**config.mk**
```make
export PLATFORM = sky130hd
export DESIGN_NAME = change_dispenser
export DESIGN_NICKNAME = d
export VERILOG_FILES = /design/src/rtl/change_dispenser.sv
export SDC_FILE = /design/constraint.sdc
export NUM_CORES = 1
export LEC_CHECK = 0
export CORE_MARGIN = 2
export CORE_UTILIZATION = 48
export DETAILED_ROUTE_END_ITERATION = 8
export GPL_TIMING_DRIVEN = 0
export PLACE_DENSITY = 0.79
export SLEW_MARGIN = 20
export SYNTH_ARGS = -nofsm -noshare
export SYNTH_HDL_FRONTEND = slang
export SYNTH_SLANG_ARGS = --single-unit
```
**constraint.sdc**
```tcl
create_clock -name clk -period 2.7 [get_ports clk]
set_input_delay 0.27 -clock clk [delete_from_list [all_inputs] [get_ports clk]]
set_output_delay 0.27 -clock clk [all_outputs]
set_load 0.02 [all_outputs]
```
**src/rtl/change_dispenser.sv**
```systemverilog
// rtl/change_dispenser.sv - greedy 10/5/1 coin payout with per-denomination inventory
// Pays one coin per clock from stock and reports any remainder it cannot cover.
module change_dispenser #(
  parameter int INIT_TEN  = 4,
  parameter int INIT_FIVE = 4,
  parameter int INIT_ONE  = 10,
  parameter int CNT_W     = 4
) (
  input  logic             clk,
  input  logic             reset,
  input  logic             refund_valid,
  input  logic [5:0]       refund,
  output logic             req_ready,
  input  logic             restock,
  input  logic [CNT_W-1:0] restock_ten,
  input  logic [CNT_W-1:0] restock_five,
  input  logic [CNT_W-1:0] restock_one,
  output logic [5:0]       coin_out,
  output logic             coin_valid,
  output logic             done,
  output logic             short,
  output logic [5:0]       owed,
  output logic [CNT_W-1:0] cnt_ten,
  output logic [CNT_W-1:0] cnt_five,
  output logic [CNT_W-1:0] cnt_one
);

  typedef enum logic [1:0] {IDLE, PAY, DONE} state_t;

  state_t           state, state_nxt;
  logic [5:0]       rem, rem_nxt;
  logic [CNT_W-1:0] ten_nxt, five_nxt, one_nxt;
  logic [5:0]       coin_out_nxt, owed_nxt;
  logic             coin_valid_nxt, done_nxt, short_nxt;

  assign req_ready = (state == IDLE);

  always_ff @(posedge clk) begin
    if (reset) begin
      state      <= IDLE;
      rem        <= '0;
      cnt_ten    <= CNT_W'(INIT_TEN);
      cnt_five   <= CNT_W'(INIT_FIVE);
      cnt_one    <= CNT_W'(INIT_ONE);
      coin_out   <= '0;
      coin_valid <= 1'b0;
      done       <= 1'b0;
      short      <= 1'b0;
      owed       <= '0;
    end else begin
      state      <= state_nxt;
      rem        <= rem_nxt;
      cnt_ten    <= ten_nxt;
      cnt_five   <= five_nxt;
      cnt_one    <= one_nxt;
      coin_out   <= coin_out_nxt;
      coin_valid <= coin_valid_nxt;
      done       <= done_nxt;
      short      <= short_nxt;
      owed       <= owed_nxt;
    end
  end

  always_comb begin
    state_nxt      = state;
    rem_nxt        = rem;
    ten_nxt        = cnt_ten;
    five_nxt       = cnt_five;
    one_nxt        = cnt_one;
    coin_out_nxt   = '0;
    coin_valid_nxt = 1'b0;
    done_nxt       = 1'b0;
    short_nxt      = 1'b0;
    owed_nxt       = '0;
    case (state)
      IDLE: begin
        // Restock and request may coincide; payout then draws on the new stock.
        if (restock) begin
          ten_nxt  = restock_ten;
          five_nxt = restock_five;
          one_nxt  = restock_one;
        end
        if (refund_valid) begin
          rem_nxt   = refund;
          state_nxt = PAY;
        end
      end
      PAY: begin
        if (rem >= 6'd10 && cnt_ten != '0) begin
          coin_out_nxt   = 6'd10;
          coin_valid_nxt = 1'b1;
          rem_nxt        = rem - 6'd10;
          ten_nxt        = cnt_ten - 1'b1;
        end else if (rem >= 6'd5 && cnt_five != '0) begin
          coin_out_nxt   = 6'd5;
          coin_valid_nxt = 1'b1;
          rem_nxt        = rem - 6'd5;
          five_nxt       = cnt_five - 1'b1;
        end else if (rem >= 6'd1 && cnt_one != '0) begin
          coin_out_nxt   = 6'd1;
          coin_valid_nxt = 1'b1;
          rem_nxt        = rem - 6'd1;
          one_nxt        = cnt_one - 1'b1;
        end else begin
          state_nxt = DONE;
          done_nxt  = 1'b1;
          short_nxt = (rem != '0);
          owed_nxt  = rem;
        end
      end
      DONE: state_nxt = IDLE;
      default: state_nxt = IDLE;
    endcase
  end

endmodule

```
# After elaboration in Yosys (flattened, before gate mapping)
# Cells that the tools add are included.
# totals
register_bits,35
inputBits,22
output_inout_bits,28
elab_cells,79
# op_classes
n_addsub,6
magnitude_cmp,3
eq_ne,10
n_mux,29
n_bitwise,1
n_reduce_logical,18
# op_table
cell,n
two-way mux 4 bit,10
two-way mux 6 bit,4
case mux 4 bit (2 select lines),3
inequality test 2 bit (second input constant),7
case mux 6 bit (2 select lines),1
nonzero test 4 bit,3
subtractor 4 x 1 -> 4 bit (second input constant),3
two-way mux 2 bit,4
AND reduction 4 bit,2
greater-or-equal comparator 6 x 1 -> 1 bit (second input constant),1
greater-or-equal comparator 6 x 3 -> 1 bit (second input constant),1
greater-or-equal comparator 6 x 4 -> 1 bit (second input constant),1
AND reduction 3 bit,2
nonzero test 6 bit,1
subtractor 6 x 1 -> 6 bit (second input constant),1
subtractor 6 x 3 -> 6 bit (second input constant),1
subtractor 6 x 4 -> 6 bit (second input constant),1
two-way mux 1 bit,5
AND reduction 5 bit,1
OR reduction 5 bit,1
inequality test 4 bit (second input constant),1
case mux 2 bit (2 select lines),1
OR reduction 4 bit,1
logical AND 1 bit,3
8 further kinds,8

# Longest topological paths before layout
# depth
word_depth,6
depth_mapped,9
ltp_nobuf,8

# Worst setup path before layout
# OpenSTA, ideal clock, no wires.
# synth_timing
path_type,reg2reg
from,register cnt_ten[0]
to,register rem[3]
setup_time_ns,0.074
arrival_time_ns,2.217
required_time_ns,2.626
setup_slack_ns,0.409
path_stages_with_launch,9
path_buffers,1
period_less_slack_ns,2.291
cell_sequence,dfxtp_1 inv_1 ha_1 nor3b_1 a21o_1 clkbuf_1 a311o_2 or4_1 a31oi_1
# synth_between
elab_chain_len,4
elab_cells_between_ends,6
classes_between,1 x eq/ne; 2 x mux; 3 x reduce/logical
# synth_lines
element,line,source
"start, declared",23,"output logic [CNT_W-1:0] cnt_ten,"
"start signal, assigned",42,cnt_ten <= CNT_W'(INIT_TEN);
"start signal, assigned",53,cnt_ten <= ten_nxt;
nonzero test 4 bit (*),89,if (rem >= 6'd10 && cnt_ten != '0) begin
logical AND 1 bit (*),89,
inequality test 4 bit (no source line) or two-way mux 6 bit (tied branches),--,
AND reduction 3 bit (no source line) or case mux 6 bit (2 select lines) (tied branches),--,
"end signal, assigned",52,rem <= rem_nxt;
"end, declared",31,"logic [5:0] rem, rem_nxt;"
# Mark *: on every way between the ends. The rest lies on a longest branch, timed or not.
# A chain may end at the register's enable or synchronous reset.

# Worst setup path in the final report
# layout_timing
from,register rem[0]
to,register rem[3]
# layout_between
elab_chain_len,5
elab_cells_between_ends,15
classes_between,3 x add/sub; 3 x order compare; 1 x eq/ne; 4 x mux; 4 x reduce/logical
# layout_lines
element,line,source
subtractor 6 x 1 -> 6 bit or greater-or-equal comparator 6 x 3 -> 1 bit (tied branches),"102, 94",
two-way mux 6 bit or logical AND 1 bit (tied branches),"99, 94",
two-way mux 6 bit,94,end else if (rem >= 6'd5 && cnt_five != '0) begin
two-way mux 6 bit,89,
case mux 6 bit (2 select lines),75,case (state)
# Parallel ways exist; a longest one is shown, timed or not. The select of a mux whose other input is x is not followed.

==> impl_metrics.env <==
export IMPL_status="finished, final reports clean"
export IMPL_die_width_um=66.16
export IMPL_grt_first_pass_wirelength_um=7797
export IMPL_yosysSeqAreaShare_pct=34.55
export IMPL_n_fill_cell=340
export IMPL_vias=1827
export IMPL_wirelength_um=4801
export IMPL_tightest_slew_ps=1038
export IMPL_clock_fmax_ghz=0.3948
export IMPL_start_kind="flip-flop"
export IMPL_ys_flop_type="dfxtp_1"
export IMPL_syn_cell_area_um2=1854
export IMPL_nets=314
export IMPL_arrival_ps=2750
export IMPL_drc=0
export IMPL_grt_max_degree=11
export IMPL_fin_setup_tns_ps=0
export IMPL_syn_avg_cell_area_um2=8.097
export IMPL_die_area_um2=4376
export IMPL_htreeDepth=2
export IMPL_cap_violations=0
export IMPL_yosys_area_top_type="dfxtp_1"
export IMPL_cts_setup_buffers=0
export IMPL_cts_tree="yes"
export IMPL_start_util_pct=50.27
export IMPL_p_per_area_nw_per_um2=845.8
export IMPL_layout_commonest_cell="clkdlybuf4s50_1"
export IMPL_grt_ovfl_total=0
export IMPL_setup_viol=0
export IMPL_total_leakage_power_nw=0.9499
export IMPL_place_gp_congestion=0.9127
export IMPL_die_y_um=66.16
export IMPL_crit_type="reg2reg"
export IMPL_antenna_left=0
export IMPL_row_count=22
export IMPL_async_flop_share_pct=0
export IMPL_cts_sinks=32
export IMPL_ctsHoldBuffers=0
export IMPL_cts_repair_resized=0
export IMPL_syn_to_final_growth_pct=35.56
export IMPL_drtIter0Drc=123
export IMPL_cts_root_buf="clkbuf_8"
export IMPL_hold_viol=0
export IMPL_dp_hpwl_um=3374
export IMPL_synth_area_top_cells="dfxtp_1, ha_1, nor2_1, a21oi_1, or3_1"
export IMPL_vias_per_cell=5.520
export IMPL_ys_warn_count=0
export IMPL_ios=50
export IMPL_netlist_area_leader_share_pct=34.55
export IMPL_fin_crit_ps=2533
export IMPL_timing_hold_ws_ps=435.4
export IMPL_cts_made_buffers=5
export IMPL_core_um2=3689
export IMPL_layout_drive_gt1_share_pct=8.127
export IMPL_clk_latency_ps=290
export IMPL_cp_required_ps=2920
export IMPL_grt_pass1_vias=1685
export IMPL_vdd_ir_drop_max_mv=0.5125
export IMPL_slew_violations=0
export IMPL_hold_class="in2reg"
export IMPL_r2r_setup_slack_ps=170
export IMPL_post_drt_wl_per_cell_um=14.50
export IMPL_antenna_found_initial=0
export IMPL_dr_pass1_iters=4
export IMPL_track_usage_pct=23.89
export IMPL_port_buffers=46
export IMPL_fin_skew_ps=6.788
export IMPL_ys_ff_latch=32
export IMPL_layout_common_cells="clkdlybuf4s50_1, dfxtp_1, nor2_1, a21oi_1, inv_1"
export IMPL_crit_fanout=7
export IMPL_num_antenna_cells=0
export IMPL_synth_cells=229
export IMPL_clockBufferDepth=2
export IMPL_min_period_over_period_pct=93.80
export IMPL_synth_cell_type_count=57
export IMPL_rsz0062_at_grt="no"
export IMPL_clk_pin_slew_ps=70
export IMPL_critPathCaptureType="flip-flop"
export IMPL_synth_edf_count=0
export IMPL_max_slew_margin_pct=30.68
==> sequential cells by signal (all words and copies together) (netlist names) <==
signal / count
short: 1
owed: 6
done: 1
state: 2
coin_out: 3
rem: 6
cnt_one: 4
coin_valid: 1
cnt_ten: 4
cnt_five: 4
==> per-stage QoR <==
stage               utilization, %  total power, mW  area, um2  std cells  setup WS [ps]
finish                       68.15            2.126       2514        331          167.4
global route                 68.15            2.263       2514        331          27.55
CTS                          67.40            2.093       2486        332          40.43
detailed placement           64.48            1.631       2379        324          43.09
global placement             64.48            1.618       2379        324          134.7
floorplan                        -            1.328       1858        230          409.0
==> cell usage after synthesis (2+ instances only) <==
cell type and number:
nor2_1 25, nand2_1 12, nand2b_1 7, a221oi_1 2, nand3_1 2, and2_1 6, nor3_1 7, a21oi_1 17
dfxtp_1 32, xor2_1 2, o31a_1 2, o21ai_0 5, clkbuf_1 10, o31ai_1 2, ha_1 10, a211oi_1 7
buf_4 4, nor2b_1 4, nor3b_1 3, a31oi_1 5, o32ai_1 2, inv_1 13, o21ai_1 7, a21o_1 2
or3_1 9
==> worst paths after layout <==
kind                            from  cells past startpoint                 endpoint
max              rem[0]$_SDFFE_PP0P_                      8      rem[3]$_SDFFE_PP0P_
min                            reset                      2  cnt_one[3]$_SDFFE_PP1P_
max reg2reg      rem[0]$_SDFFE_PP0P_                      8      rem[3]$_SDFFE_PP0P_
min reg2reg  cnt_ten[1]$_SDFFE_PP0P_                      2  cnt_ten[1]$_SDFFE_PP0P_
==> critical path, stage by stage, from the launching register on <==
cell,delay (ps)
dfxtp_1,490
inv_1,110
ha_1,290
nand2b_1,170
maj3_1,210
o22ai_2,120
a311o_2,460
or4_1,490
a31oi_1,130
==> kinds of logic (layout without fill, tap and decap cells) <==
group	count (synthesis)	after routing	share of synthesized area, %
flip-flops	32	32	34.55
multiplexers	2	2	1.147
other	1	2	0.2022
buffers and inverters	31	84	7.557
XOR/XNOR	3	3	1.417
AO/OA/AOI/OAI	68	68	25.57
adder cells (fa/ha/maj)	11	11	7.287
AND/OR/NAND/NOR	81	81	22.27
==> layer usage <==
| metal | global-route usage, % | share of wire (%) | wire (um) |
|---|---|---|---|
| met1 | 29.63 | 46 | 2215 |
| met5 | 0 | 0 | 0 |
| met3 | 5.451 | 6.1 | 294 |
| met2 | 38.25 | 45 | 2174 |
| met4 | 12.76 | 2.4 | 117 |
==> cell type report <==
type	instances	area (um2)	share of cell area [%]
flip-flops and latches	32	641.9	25.54
repair buffers	46	460.4	18.32
inverters	14	52.55	2.091
multi-input cells	167	1107	44.05
well taps	48	60.06	2.389
plain buffers	16	83.83	3.335
clock buffers	6	72.57	2.887
clock inverters	2	35.03	1.394
==> power by group <==
part	total [mW]	leakage (nW)	switching [mW]	internal, mW
logic	1.04	0.632	0.594	0.450
registers	0.628	0.262	0.0781	0.550
clock network	0.455	0.0552	0.181	0.274
total	2.13	0.950	0.853	1.27
No activity file was read; power rests on OpenSTA's default activity.
